--- config.mk ---
export PLATFORM = sky130hd
export DESIGN_NAME = inimigo_colisao
export DESIGN_NICKNAME = d
export VERILOG_FILES = /design/src/rtl/inimigo_colisao_pkg.sv /design/src/rtl/inimigo_colisao_caixa_sobreposicao.sv /design/src/rtl/inimigo_colisao.sv
export SDC_FILE = /design/constraint.sdc
export NUM_CORES = 1
export LEC_CHECK = 0
export CORE_UTILIZATION = 55
export DETAILED_ROUTE_END_ITERATION = 7
export PLACE_DENSITY = 0.81
export SETUP_SLACK_MARGIN = 0.3
export SLEW_MARGIN = 30
export SYNTH_ARGS = -nofsm -noshare
export SYNTH_HDL_FRONTEND = slang
export SYNTH_SLANG_ARGS = --single-unit
--- constraint.sdc ---
create_clock -name CLOCK_50 -period 7.5 [get_ports CLOCK_50]
set_input_delay 0.75 -clock CLOCK_50 [delete_from_list [all_inputs] [get_ports CLOCK_50]]
set_output_delay 0.75 -clock CLOCK_50 [all_outputs]
set_load 0.02 [all_outputs]
--- src/rtl/inimigo_colisao_pkg.sv ---
// Shared game definitions for the enemy collision block: coordinate width, FSM
// encoding, counter widths and the saturating score adder.
package inimigo_colisao_pkg;

    localparam int COORD_W = 10;
    localparam int TIMER_W = 25;
    localparam int PISCA_W = 22;

    typedef enum logic [1:0] {
        ATIVO     = 2'd0,
        INVULN    = 2'd1,
        DESTRUIDO = 2'd2
    } estado_t;

    // Score must stick at the top instead of wrapping back to a small value.
    function automatic logic [15:0] soma_sat(input logic [15:0] a, input logic [15:0] b);
        logic [16:0] s;
        s = {1'b0, a} + {1'b0, b};
        return s[16] ? 16'hFFFF : s[15:0];
    endfunction

endpackage

--- src/rtl/inimigo_colisao_caixa_sobreposicao.sv ---
// Generic axis-aligned box overlap with half-open intervals; also used by the
// player collision path.
module caixa_sobreposicao
    import inimigo_colisao_pkg::*;
(
    input  logic [COORD_W-1:0] a_x,
    input  logic [COORD_W-1:0] a_y,
    input  logic [COORD_W-1:0] a_larg,
    input  logic [COORD_W-1:0] a_alt,
    input  logic [COORD_W-1:0] b_x,
    input  logic [COORD_W-1:0] b_y,
    input  logic [COORD_W-1:0] b_larg,
    input  logic [COORD_W-1:0] b_alt,
    output logic               sobrep
);

    // One extra bit so a box touching the right/bottom of the coordinate range
    // cannot wrap its far edge back to zero.
    logic [COORD_W:0] a_dir, a_baixo, b_dir, b_baixo;
    logic             vazia;

    assign a_dir   = {1'b0, a_x} + {1'b0, a_larg};
    assign a_baixo = {1'b0, a_y} + {1'b0, a_alt};
    assign b_dir   = {1'b0, b_x} + {1'b0, b_larg};
    assign b_baixo = {1'b0, b_y} + {1'b0, b_alt};

    // Without this, an empty box could still satisfy both interval tests.
    assign vazia = (a_larg == '0) || (a_alt == '0) || (b_larg == '0) || (b_alt == '0);

    assign sobrep = !vazia
                 && ({1'b0, b_x} < a_dir)   && (b_dir   > {1'b0, a_x})
                 && ({1'b0, b_y} < a_baixo) && (b_baixo > {1'b0, a_y});

endmodule

--- src/rtl/inimigo_colisao.sv ---
// Enemy life cycle: shot-vs-enemy test (registered), damage FSM with
// invulnerability blink, shot acknowledge and score accumulation.
module inimigo_colisao
    import inimigo_colisao_pkg::*;
#(
    parameter int          VIDAS         = 3,
    parameter int          TIRO_L        = 2,
    parameter int          TIRO_A        = 6,
    parameter int          INVULN_CICLOS = 25_000_000,
    parameter int          PISCA_DIV     = 2_500_000,
    parameter logic [15:0] PONTOS_ACERTO = 16'd10
) (
    input  logic               CLOCK_50,
    input  logic               resetInimigo,
    input  logic               pausa,
    input  logic [COORD_W-1:0] inim_x,
    input  logic [COORD_W-1:0] inim_y,
    input  logic [COORD_W-1:0] inim_larg,
    input  logic [COORD_W-1:0] inim_alt,
    input  logic               tiro_valido,
    input  logic [COORD_W-1:0] tiro_x,
    input  logic [COORD_W-1:0] tiro_y,
    output logic               tiro_consumido,
    output logic               acerto,
    output logic [2:0]         vidas,
    output logic               inimigo_visivel,
    output logic               destruido,
    output logic [15:0]        pontos
);

    localparam logic [TIMER_W-1:0] TIMER_INI = TIMER_W'(INVULN_CICLOS - 1);
    localparam logic [PISCA_W-1:0] PISCA_INI = PISCA_W'(PISCA_DIV - 1);

    estado_t            estado;
    logic               sobrep_comb;
    logic               sobrep;
    logic [TIMER_W-1:0] timer;
    logic [PISCA_W-1:0] pisca;

    caixa_sobreposicao u_caixa (
        .a_x    (inim_x),
        .a_y    (inim_y),
        .a_larg (inim_larg),
        .a_alt  (inim_alt),
        .b_x    (tiro_x),
        .b_y    (tiro_y),
        .b_larg (COORD_W'(TIRO_L)),
        .b_alt  (COORD_W'(TIRO_A)),
        .sobrep (sobrep_comb)
    );

    always_ff @(posedge CLOCK_50 or posedge resetInimigo) begin
        if (resetInimigo) begin
            estado          <= ATIVO;
            vidas           <= 3'(VIDAS);
            inimigo_visivel <= 1'b1;
            destruido       <= 1'b0;
            acerto          <= 1'b0;
            tiro_consumido  <= 1'b0;
            pontos          <= '0;
            timer           <= '0;
            pisca           <= '0;
            sobrep          <= 1'b0;
        end else begin
            // A paused cycle drops whatever the overlap test found.
            sobrep <= tiro_valido & sobrep_comb & ~pausa;

            // NOTE: pulses default low here and are overridden below; the last
            // non-blocking assignment in the block wins, giving one-cycle strobes.
            tiro_consumido <= 1'b0;
            acerto         <= 1'b0;

            if (!pausa) begin
                unique case (estado)
                    ATIVO: begin
                        // tiro_consumido still high means this is the shot just acked.
                        if (sobrep && tiro_valido && !tiro_consumido) begin
                            tiro_consumido <= 1'b1;
                            acerto         <= 1'b1;
                            vidas          <= vidas - 3'd1;
                            pontos         <= soma_sat(pontos, PONTOS_ACERTO);
                            if (vidas == 3'd1) begin
                                estado          <= DESTRUIDO;
                                inimigo_visivel <= 1'b0;
                                destruido       <= 1'b1;
                            end else begin
                                estado <= INVULN;
                                timer  <= TIMER_INI;
                                pisca  <= PISCA_INI;
                            end
                        end
                    end
                    INVULN: begin
                        if (timer == '0) begin
                            estado          <= ATIVO;
                            inimigo_visivel <= 1'b1;
                        end else begin
                            timer <= timer - TIMER_W'(1);
                            if (pisca == '0) begin
                                inimigo_visivel <= ~inimigo_visivel;
                                pisca           <= PISCA_INI;
                            end else begin
                                pisca <= pisca - PISCA_W'(1);
                            end
                        end
                    end
                    DESTRUIDO: begin
                        inimigo_visivel <= 1'b0;
                        destruido       <= 1'b1;
                    end
                    default: estado <= ATIVO;
                endcase
            end
        end
    end

endmodule

==> run_results.csv, run 1 <==
group,metric,value,unit
outcome,status,"complete, no violations",
min_path,hold-path-cell-count,1,
yosys,seq_area_frac_synth,0.311,
worst_setup_path,crit_type,"in -> reg",
yosys,syn_avg_cell_area,8.70,sq um
floorplanning,start_util,0.566,
clock_network,postCtsSetupBuffers,0,
timing,final-max-slew-violation-count,0,
worst_setup_path,arrival,3930,ps
yosys,synth_compound_area_frac,0.190,
worst_setup_path,worst-path-buf-inv,1,
timing,setup_viol,0,
floorplanning,die_h,105,um
final_layout,fillers,820,
yosys,synthTopCellsByCount,"dfrtp_1 (69), ha_1 (65), nand2_1 (59)",
worst_setup_path,cpMaxStageDelayCell,"clkdlybuf4s50_1",
grt,gr-usage-all-layers,0.260,
routing,vias,5317,
timing,slew_headroom,0.449,
yosys,ys_warn_count,0,
placement,place_hpwl,10600,um
worst_setup_path,cp_max_fo,2,
power,power_density,263,nW/um^2
yosys,yosys-top-cells-area,"dfrtp_1 (30%), ha_1 (14%), xor2_1 (5.0%), o21ai_0 (4.4%), nand2_1 (3.8%)",
flow_run,cap_violations,0,
yosys,synth-simple-area-share,0.223,
placement,portBuffers,86,
floorplanning,num_rows,37,
worst_setup_path,crit_start,"inim_x[0]",
yosys,async_flop_share,1.00,
clock_network,clock-root-buffer,"clkbuf_8",
timing,fmax,271,MHz
grt,grt_pass1_wl,23400,um
yosys,synthCells,668,
yosys,synth_cell_types,71,
yosys,synth-adder-area-share,0.147,
floorplanning,coreArea,10300,sq um
timing,fin_crit_sh,0.492,
yosys,synth_xor_area_frac,0.0844,
worst_setup_path,cp_cell_sequence,"clkdlybuf4s50_1 > ha_1 > fa_1 > nand2_1 > a21oi_1 > o211a_1 > o21a_1 > or2_2 > ha_1 > a211oi_1 > nand2_1 > a31oi_1 > o21bai_1 > a311oi_1",
yosys,yosysTopAreaCell,"dfrtp_1",
floorplanning,num_io_pins,87,
yosys,synth-seq-cells,72,
power,static-leakage-power,0.00323,uW
min_path,min_from,"pontos[0]",
clock_network,hold_buffers,0,
min_path,hold_class,"reg -> reg",
final_layout,layout.nets,883,
timing,rsz0062_at_grt,"false",
final_layout,antenna_cells,0,
yosys,synth_fp_nets,799,
worst_setup_path,cpPeakStageDelay,440,ps
routing,drtAntennaViolNets,0,
worst_setup_path,r2r_cells,7,
placement,place_congestion,0.958,
worst_setup_path,required,7740,ps
yosys,synthFlopType,"dfrtp_1",
yosys,synth_top_family_by_area,"simple AND/OR/NAND/NOR gates",
final_layout,finish.utilization,0.683,
clock_network,cts_made_buffers,9,
yosys,synth_area,5810,sq um
grt,antenna_found_initial,0,
routing,drt_first_pass_iters,6,
yosys,synth.top_cell.area_share,0.297,
timing,clock-skew-final,10.4,ps
clock_network,clockBufferDepth,2,
worst_setup_path,start_kind,"input pin",
final_layout,syn2layout_area_growth,20.8,%
yosys,synth_edf_count,0,
clock_network,cts_resized,0,
clock_network,cts_tree,"yes",
worst_setup_path,critPathTopFamily,"compound AO/OA/AOI/OAI gates",
floorplanning,dieArea,11000,sq um
routing,wl_per_cell,15.3,um
timing,period_minus_slack,3690,ps
min_path,min_to,"pontos[0]",
timing,setup_tns,0,ps
routing,viasPerCell,5.95,
final_layout,drive_gt1_frac,0.0621,
routing,drc,0,
floorplanning,dieWidth,105,um
routing,initialDrtViolationCount,345,
worst_setup_path,rr_endpoint,"pisca[15]",
grt,overflow,0,
clock_network,cts_sinks,72,
routing,wirelength,13700,um
grt,grt_pass1_vias,5104,
worst_setup_path,rr_startpoint,"pisca[0]",
clock_network,cts.htree.levels,3,
timing,worstMarginPinSlew,825,ps
grt,grt_start_max_net_pins,73,
clock_network,clk_latency,350,ps
yosys,synthMuxAreaShare,0.00194,
yosys,yosysMostFrequentCell,"dfrtp_1",
power,ir_worst_vdd,0.172,mV
worst_setup_path,end_kind,"flip-flop",
timing,hold_viol,0,
worst_setup_path,r2r_slack,4400,ps
clock_network,clkTransAtPathRegs,80,ps
==> layer usage <==
metal / GRT usage / wire (um)
met4: 0.0674 / 165
met2: 0.458 / 6880
met1: 0.335 / 5990
met5: 0 / 0
met3: 0.0343 / 667
==> layout by cell type, fill, tap and decap left out, types with 3 or more instances in the layout <==
master and count:
nor3_1 24, o31ai_1 12, o21ai_0 51, inv_1 41, or4_1 5, nand3_1 23
nor4_1 13, o211ai_1 3, inv_6 3, a31oi_1 7, ha_1 65, o21ai_1 5
xor2_1 33, nand3b_1 4, nand2b_1 10, dfrtp_1 69, a21oi_1 35, and2_1 5
a21o_1 9, dfstp_2 3, nand2_1 59, a211oi_1 6, nor3b_1 3, xnor2_1 23
bufinv_16 3, clkbuf_8 9, or3_1 10, nor2b_1 5, nand4_1 14, clkdlybuf4s50_1 86
or4_4 3, or2_2 3, and3_1 3, o21a_1 6, nor2_1 51
==> final cells by class <==
cell class	count	area [sq um]	share of cell area
Multi-Input combinational cell	538	3750	0.535
Sequential cell	72	1810	0.257
Tap cell	136	170	0.0242
Inverter	43	161	0.0230
Clock inverter	7	125	0.0178
Clock buffer	9	124	0.0176
Timing Repair Buffer	88	880	0.125
==> power breakdown <==
part / leakage, uW / total, uW / internal, uW / switching (uW)
Combinational: 0.00214 / 866 / 369 / 497
Sequential: 0.000970 / 596 / 485 / 112
Clock: 0.000125 / 381 / 225 / 156
Total: 0.00323 / 1840 / 1080 / 765
==> metrics by stage <==
step           cells  cell area [sq um]  total power (uW)  hold slack [ps]  setup slack [ps]
2_1_floorplan    668               5810              1230              444              4250
3_3_place_gp     877               6770              1420              449              3680
3_5_place_dp     877               6770              1450              461              3490
4_1_cts          893               7020              1850              484              3850
5_1_grt          893               7020              1990              516              3650
6_report         893               7020              1840              477              3810
==> worst max-delay path by stage <==
stage / slack [ps] / end / depth (start not counted)
floorplan: 4250 / sobrep / 13
global route: 3650 / sobrep / 14
finish: 3810 / sobrep / 14
CTS: 3850 / sobrep / 14
global placement: 3680 / sobrep / 14
detailed placement: 3490 / sobrep / 14
==> sequential cells by signal, indices dropped and copies added, names as in the netlist <==
name	flops
acerto	1
destruido	1
estado	2
inimigo_visivel	1
pisca	22
pontos	16
sobrep	1
timer	25
vidas	3
==> cell families (layout without fill, tap and decap cells) <==
family / count (synthesis) / in the layout
AND/OR/NAND/NOR: 248 / 248
AO/OA/AOI/OAI: 166 / 166
multiplexers: 1 / 1
adder cells (fa/ha/maj): 67 / 67
buffers and inverters: 58 / 147
flip-flops: 72 / 72
XOR/XNOR: 56 / 56
==> worst register-to-register path, delay by kind of cell, from the launching register on <==
kind	cells	cell delay, ps
fa+ha+maj	1	170
compound gates	2	1080
simple gates	3	1230
buf+inv	1	80
flops	1	430
No activity file was read; power rests on OpenSTA's default activity.
==> inputs of run 2 (changes only) <==
--- a/config.mk
+++ b/config.mk
@@ -5,9 +5,9 @@
 export SDC_FILE = /design/constraint.sdc
 export NUM_CORES = 1
 export LEC_CHECK = 0
-export CORE_UTILIZATION = 55
+export CORE_UTILIZATION = 50
 export DETAILED_ROUTE_END_ITERATION = 7
-export PLACE_DENSITY = 0.81
+export PLACE_DENSITY = 0.78
 export SETUP_SLACK_MARGIN = 0.3
 export SLEW_MARGIN = 30
 export SYNTH_ARGS = -nofsm -noshare
==> constraint.sdc (replaced) <==
create_clock -name CLOCK_50 -period 3.2 [get_ports CLOCK_50]
set_input_delay 0.32 -clock CLOCK_50 [delete_from_list [all_inputs] [get_ports CLOCK_50]]
set_output_delay 0.32 -clock CLOCK_50 [all_outputs]
set_load 0.02 [all_outputs]
==> run 2 against run 1 <==
Against the previous run:
- register-to-register slack worse by 4000 ps
- first-iteration DRC count rose by 5.5%
- clock skew fell by 2.7 ps
- largest cell class unchanged
- highest routed layer unchanged
==> run_results.csv, run 2 (synthesis gave the netlist of run 1 again) <==
group,metric,value,unit
final_layout,syn2layout_area_growth,30.1,%
grt,gr-usage-all-layers,0.249,
timing,slew_headroom,0.429,
worst_setup_path,rr_startpoint,"pisca[0]",
worst_setup_path,required,3390,ps
grt,grt_start_max_net_pins,39,
routing,drc,0,
clock_network,clock-root-buffer,"clkbuf_16",
routing,viasPerCell,6.00,
timing,hold_viol,0,
min_path,hold_class,"reg -> reg",
worst_setup_path,arrival,3030,ps
final_layout,mostFrequentLayoutCells,"clkdlybuf4s50_1 (74), dfrtp_1 (69), nand2_1 (58)",
routing,wl_per_cell,16.0,um
timing,rsz0062_at_grt,"true",
timing,setup_tns,0,ps
routing,wl_met2,7450,um
clock_network,cts_tree,"yes",
final_layout,antenna_cells,0,
placement,place_congestion,0.924,
final_layout,layout.nets,921,
worst_setup_path,r2r_slack,440,ps
placement,portBuffers,86,
worst_setup_path,start_kind,"input pin",
worst_setup_path,rr_endpoint,"pisca[11]",
final_layout,reg_top3,"timer (25), pisca (22), pontos (16)",
routing,wl_met1,6440,um
final_layout,largest_register_ffs,25,
timing,setup_viol,0,
grt,overflow,0,
worst_setup_path,r2r_cells,8,
grt,antenna_found_initial,0,
timing,final-max-slew-violation-count,0,
routing,top_layer_used,"met4",
worst_setup_path,endpoint,"sobrep",
clock_network,cts_sinks,72,
placement,place_hpwl,11100,um
clock_network,cts_made_buffers,9,
grt,grt_pass1_wl,23800,um
floorplanning,num_rows,39,
routing,initialDrtViolationCount,364,
grt,grt_pass1_vias,5347,
floorplanning,dieArea,12100,sq um
power,static-leakage-power,0.00356,uW
timing,fmax,353,MHz
outcome,status,"complete, no violations",
routing,vias,5625,
routing,drtAntennaViolNets,0,
timing,clock-skew-final,7.70,ps
timing,fin_ws,367,ps
floorplanning,coreArea,11400,sq um
clock_network,clkTransAtPathRegs,60,ps
flow_run,cap_violations,0,
clock_network,clk_latency,330,ps
final_layout,final_common_cell,"clkdlybuf4s50_1",
clock_network,cts.htree.levels,3,
floorplanning,die_h,110,um
routing,drt_first_pass_iters,5,
timing,whs,467,ps
final_layout,largest-register,"timer",
final_layout,drive_gt1_frac,0.140,
placement,dpl_worst_slack,-256,ps
routing,wl_met3,760,um
power,ir_worst_vdd,0.477,mV
clock_network,clockBufferDepth,2,
routing,wirelength,15000,um
clock_network,hold_buffers,0,
floorplanning,dieWidth,110,um
worst_setup_path,end_kind,"flip-flop",
worst_setup_path,crit_start,"inim_alt[5]",
floorplanning,num_io_pins,87,
timing,fin_crit_sh,0.885,
floorplanning,start_util,0.511,
power,power_density,609,nW/um^2
final_layout,finish.utilization,0.665,
worst_setup_path,crit_type,"in -> reg",
timing,worstMarginPinSlew,856,ps
worst_setup_path,cp_max_fo,2,
timing,period_minus_slack,2830,ps
run 2: changes by cell type in the layout (fill, tap and decap cells not counted), sizes merged, moves of 2 or more:
cell / before / now
clkdlybuf4s50: 86 / 74
dlymetal6s2s: 0 / 12
buf: 2 / 40
clkinvlp: 0 / 2
inv: 46 / 43
run 2: repair_timing:
action,CTS,global route
resized for setup,8,43
setup buffers,6,6
endpoints found under the hold margin,0,0
pin swaps,3,25
setup endpoints to repair,5,3
run 2: per-stage QoR:
stage	cell area (sq um)	instances	power, uW
after floorplan	5810	668	2890
final	7560	937	4610
after global placement	6980	910	3350
after detailed placement	6980	910	3430
after CTS	7380	931	4550
after global routing	7560	937	4920
run 2: final cells by class:
type	count	area [sq um]
flip-flops and latches	72	1810
well taps	143	179
multi-input cells	538	3900
repair buffers	126	1200
fillers	867	3810
clock inverters	6	85.1
clock buffers	9	225
inverters	43	161
run 2: how the worst min path moves through the flow:
stage	start	endpoint	cells after the start
global route	pontos[0]	pontos[0]	1
finish	pontos[0]	pontos[0]	1
global placement	pontos[0]	pontos[0]	1
floorplan	pisca[8]	pisca[8]	1
detailed placement	pontos[0]	pontos[0]	1
CTS	pontos[0]	pontos[0]	1
run 2: critical path: stages:
cell,delay (ps)
clkdlybuf4s50_1,490
ha_1,240
or2_2,290
a21oi_2,160
inv_1,70
a31o_2,260
a21oi_2,160
xor2_1,200
ha_2,240
nor2_4,50
nor3_2,190
nand3_1,100
a31oi_1,190
a311oi_1,60
run 2: metal layers:
metal,track usage,vias to the layer above
met5,0,-
met4,0.100,0
met3,0.0344,38
met2,0.435,181
met1,0.306,2718
li1,-,2688
run 2: power breakdown:
| part | switching [uW] | total, uW | internal, uW | leakage [uW] |
|---|---|---|---|---|
| Clock | 374 | 1050 | 674 | 0.000147 |
| Combinational | 1230 | 2160 | 930 | 0.00244 |
| Sequential | 263 | 1400 | 1140 | 0.000970 |
